## src/rtl/fu_register_file.sv

```systemverilog
// rtl/fu_register_file.sv - two-read/one-write register file with V/C/N/Z status register
module fu_register_file #(
  parameter int unsigned WIDTH   = 32,
  parameter int unsigned ADDR_W  = 5,
  parameter bit          R0_ZERO = 1'b1,
  parameter bit          BYPASS  = 1'b1
) (
  input  logic              clk,
  input  logic              rst,
  input  logic              wr_en,
  input  logic [ADDR_W-1:0] wr_addr,
  input  logic [WIDTH-1:0]  wr_data,
  input  logic [ADDR_W-1:0] rd_addr_a,
  input  logic [ADDR_W-1:0] rd_addr_b,
  output logic [WIDTH-1:0]  rd_data_a,
  output logic [WIDTH-1:0]  rd_data_b,
  input  logic              flag_we,
  input  logic [3:0]        flags_in,
  output logic [3:0]        flags_out
);

  localparam int unsigned NREGS = 1 << ADDR_W;

  logic [WIDTH-1:0] regs_q [NREGS];
  logic [3:0]       flags_q;
  logic [3:0]       flags_d;

  logic wr_is_r0;
  logic wr_fire;
  logic byp_a;
  logic byp_b;
  logic rd_a_is_r0;
  logic rd_b_is_r0;

  // Decode whether the write targets a storable register and which read ports it forwards to
  always_comb begin
    wr_is_r0   = R0_ZERO && (wr_addr == '0);
    wr_fire    = wr_en && !wr_is_r0;
    rd_a_is_r0 = R0_ZERO && (rd_addr_a == '0);
    rd_b_is_r0 = R0_ZERO && (rd_addr_b == '0);
    byp_a      = BYPASS && wr_fire && !rst && (wr_addr == rd_addr_a);
    byp_b      = BYPASS && wr_fire && !rst && (wr_addr == rd_addr_b);
  end

  // Register array: cleared asynchronously, one write per rising edge
  always_ff @(posedge clk or posedge rst) begin
    if (rst) begin
      for (int i = 0; i < NREGS; i++) begin
        regs_q[i] <= '0;
      end
    end else if (wr_fire) begin
      regs_q[wr_addr] <= wr_data;
    end
  end

  // Status register next state: load on flag_we, otherwise hold
  always_comb begin
    flags_d = flags_q;
    if (flag_we) begin
      flags_d = flags_in;
    end
  end

  // Status register: cleared asynchronously, loaded independently of the data write
  always_ff @(posedge clk or posedge rst) begin
    if (rst) begin
      flags_q <= '0;
    end else begin
      flags_q <= flags_d;
    end
  end

  // Read port A: hardwired zero beats bypass, bypass beats stored value
  always_comb begin
    rd_data_a = regs_q[rd_addr_a];
    if (rd_a_is_r0) begin
      rd_data_a = '0;
    end else if (byp_a) begin
      rd_data_a = wr_data;
    end
  end

  // Read port B: same priority as port A so both agree on a shared address
  always_comb begin
    rd_data_b = regs_q[rd_addr_b];
    if (rd_b_is_r0) begin
      rd_data_b = '0;
    end else if (byp_b) begin
      rd_data_b = wr_data;
    end
  end

  assign flags_out = flags_q;

endmodule

```

## config.mk

```make
export PLATFORM = sky130hd
export DESIGN_NAME = fu_register_file
export DESIGN_NICKNAME = d
export VERILOG_FILES = /design/src/rtl/fu_register_file.sv
export SDC_FILE = /design/constraint.sdc
export NUM_CORES = 2
export LEC_CHECK = 0
export BUFFER_PORTS_ARGS = -buffer_cell sky130_fd_sc_hd__buf_2
export CORE_ASPECT_RATIO = 0.7
export CORE_MARGIN = 2
export CORE_UTILIZATION = 40
export DETAILED_ROUTE_END_ITERATION = 8
export GPL_TIMING_DRIVEN = 0
export PLACE_DENSITY_LB_ADDON = 0.3
export SLEW_MARGIN = 40
export SYNTH_ARGS = -nofsm -noshare
export SYNTH_HDL_FRONTEND = slang
export SYNTH_SLANG_ARGS = --single-unit
```

## constraint.sdc

```tcl
create_clock -name clk -period 33.4 [get_ports clk]
set_clock_uncertainty 0.05 [all_clocks]
set_input_delay 5.01 -clock clk [delete_from_list [all_inputs] [get_ports clk]]
set_output_delay 5.01 -clock clk [all_outputs]
set_load 0.05 [all_outputs]
```

==> flow_metrics.env <==
export IMPL_yosys_warnings=0
export IMPL_yosys_area_top_type="dfrtp_1"
export IMPL_die_area_um2=141000
export IMPL_grt_util_all_layers_pct=31.6
export IMPL_cts_setup_buffers=0
export IMPL_setup_viol=0
export IMPL_synth_nets=3975
export IMPL_hold_buffers=0
export IMPL_cts_tree="done"
export IMPL_syn2layout_area_growth_pct=14.9
export IMPL_failed_checks="design-rule violations"
export IMPL_cp_common_cell="buf_2"
export IMPL_total_leakage_power_nw=27.7
export IMPL_critPathArrivalTime_ns=8.56
export IMPL_min_period_ns=13.62
export IMPL_ios=123
export IMPL_slew_limit_headroom_pct=35.3
export IMPL_cts_sinks=1028
export IMPL_rows=114
export IMPL_start_util_pct=40.2
export IMPL_tns_ns=0
export IMPL_cap_violations=0
export IMPL_end_kind="primary output"
export IMPL_synth_cell_types=47
export IMPL_drive_gt1_share_pct=49.6
export IMPL_seq_area_um2=25700
export IMPL_synth_avg_cell_area_um2=14.1
export IMPL_worst_slew_pin_slew_ns=0.966
export IMPL_pre_cts_ws_ns=19.93
export IMPL_fin_area_um2=63500
export IMPL_ys_seq_area_share_pct=46.5
export IMPL_postSynthCellCount=3920
export IMPL_num_vias=40700
export IMPL_avgViaCountPerCell=6.61
export IMPL_hpwl_um=155000
export IMPL_synth_ff_type="dfrtp_1"
export IMPL_finalCritPeriodShare_pct=40.8
export IMPL_syn_area_um2=55300
export IMPL_wl_um=223000
export IMPL_cts_buffer_depth=3
export IMPL_ys_ff_latch=1028
export IMPL_cp_slowest_cell="buf_1"
export IMPL_worstSkewPairLatency_ns=0.70
export IMPL_synth_area_leaders="dfrtp_1, mux2_2, mux4_2"
export IMPL_synth_edff_count=0
export IMPL_rsz0062_at_grt="false"
export IMPL_async_reset_ff_share_pct=100
export IMPL_route_detailed_drc=2
export IMPL_crit_path_cell_trace="buf_2 -> buf_2 -> nand2b_1 -> buf_1 -> buf_1 -> o22ai_1 -> nor4_1 -> nor2_1 -> a21oi_1 -> buf_2"
export IMPL_fin_ws_ns=19.78
export IMPL_ir_drop_v=0.0000445
export IMPL_fill_cells=12300
export IMPL_h_tree_depth=3
export IMPL_grt_pass1_wl_um=311000
export IMPL_grt_overflow_total=0
export IMPL_first_global_vias=39900
export IMPL_drtIter0Drc=5247
export IMPL_worstPathMaxFanout=10
export IMPL_path_clk_slew_ns=0.07
export IMPL_hold_class="register to register"
export IMPL_die_w_um=448
export IMPL_drv_slew=0
export IMPL_drt_pass1_iterations=8
export IMPL_yosys_area_top_type_share_pct=46.5
export IMPL_hold_violations=0
export IMPL_status="finished, violations left"
export IMPL_worst_setup_path_type="input port to primary output"
export IMPL_core_area_um2=138000
export IMPL_fp_dieH_um=315
export IMPL_utilization_pct=46.2
export IMPL_required_ns=28.34
export IMPL_portBuffers=112
export IMPL_cts_resized=0
export IMPL_layout_nets=4255
export IMPL_fmax_mhz=73.4
export IMPL_multi_input_area_um2=27400
export IMPL_place_congestion=0.980
export IMPL_p_total_mw=3.79
export IMPL_max_stage_delay_ns=0.69
export IMPL_wl_per_cell_um=36.2
export IMPL_final_antenna_net_count=0
export IMPL_grt_max_degree=26
export IMPL_cts_made_buffers=104
export IMPL_clock_root_buffer="clkbuf_16"
export IMPL_antenna_found_initial=16
export IMPL_power_per_cell_area_nw_per_um2=59.7
export IMPL_place_area_um2=59700
export IMPL_startpoint_type="input port"
## final timing paths
check                             start             to  slack (ns)  depth (start not counted)
max reg2reg                 regs_q[117]    regs_q[117]       32.53                          1
min                        regs_q[1000]   regs_q[1000]        0.43                          1
max in group asynchronous           rst      regs_q[7]       26.81                         13
min in group asynchronous           rst   flags_out[3]        4.16                          2
min reg2reg                regs_q[1000]   regs_q[1000]        0.43                          1
max                        rd_addr_a[2]  rd_data_a[11]       19.78                         10
## cell usage after synthesis, drive strengths merged (2+ instances only)
cell	instances
or2	4
mux2	1089
nor3b	4
nand2	26
o211ai	32
o31ai	62
dfrtp	1028
or3	34
or4	34
mux4	386
xnor2	8
clkbuf	223
a22oi	2
nand4	2
a21oi	30
nor2	172
mux2i	164
nand3	39
nor4	60
and2	2
xor2	2
o22ai	155
nand4b	3
inv	3
a22o	62
nor3	2
buf	238
nand3b	5
nand2b	6
a31oi	33
## metrics by stage
| stage | instances | hold slack [ns] |
|---|---|---|
| CTS | 6142 | 0.433 |
| global placement | 5888 | 0.411 |
| finish | 6158 | 0.431 |
| detailed placement | 5948 | 0.418 |
| global route | 6150 | 0.452 |
| floorplan | 3920 | 0.391 |
## power by group
group / internal, mW / switching, mW / total, mW
logic: 0.444 / 0.393 / 0.838
registers: 1.48 / 0.172 / 1.65
clock network: 0.751 / 0.550 / 1.30
total: 2.67 / 1.12 / 3.79
## cell type report
cell class | count | area share [%]
repair buffers | 174 | 3.20
diodes | 14 | 0.0551
clock buffers | 147 | 4.78
multi-input cells | 2428 | 43.1
plain buffers | 461 | 3.58
well taps | 1856 | 3.66
flip-flops and latches | 1028 | 40.5
inverters | 3 | 0.0236
clock inverters | 47 | 1.08
## placed cells by master (no fill, tap or decap), types with 30 or more instances in the layout
cell,synthesis,final
o211ai_1,32,32
clkbuf_1,220,181
mux4_2,386,386
or3_1,34,34
buf_16,0,38
buf_2,164,295
mux2_2,1080,1080
o31ai_1,62,62
a21oi_1,30,30
nand3_1,39,39
a22o_1,62,62
buf_4,38,41
nor2_1,172,169
o22ai_1,155,155
a31oi_1,33,33
dfrtp_1,1028,1028
clkbuf_2,3,58
or4_1,34,34
mux2i_1,164,164
nor4_1,60,55
clkbuf_16,0,105
## cell families after synthesis
kind of cell	after synthesis	synth area share [%]
multiplexers	1639	40.9
flip-flops	1028	46.5
buffers and inverters	464	3.96
AND/OR/NAND/NOR	398	3.67
AO/OA/AOI/OAI	381	4.79
XOR/XNOR	10	0.158
## critical path, delay by kind of cell
family          cells  cell delay [ns]
simple gates        3             0.94
compound gates      2             0.50
buf+inv             5             2.07
## metal layers
layer  GRT usage (%)  vias up  share of wire (%)
met5               0        -              0.050
li1                -    15700                  -
met1            43.7    21500                 40
met3            12.7      630                 14
met2            43.2     2890                 41
met4            14.7        8                5.4
## sequential cells by signal, summed over array words and instances, names as in the netlist
signal     count
flags_out      4
regs_q      1024
Note: power is estimated with default switching activity, not from simulation.
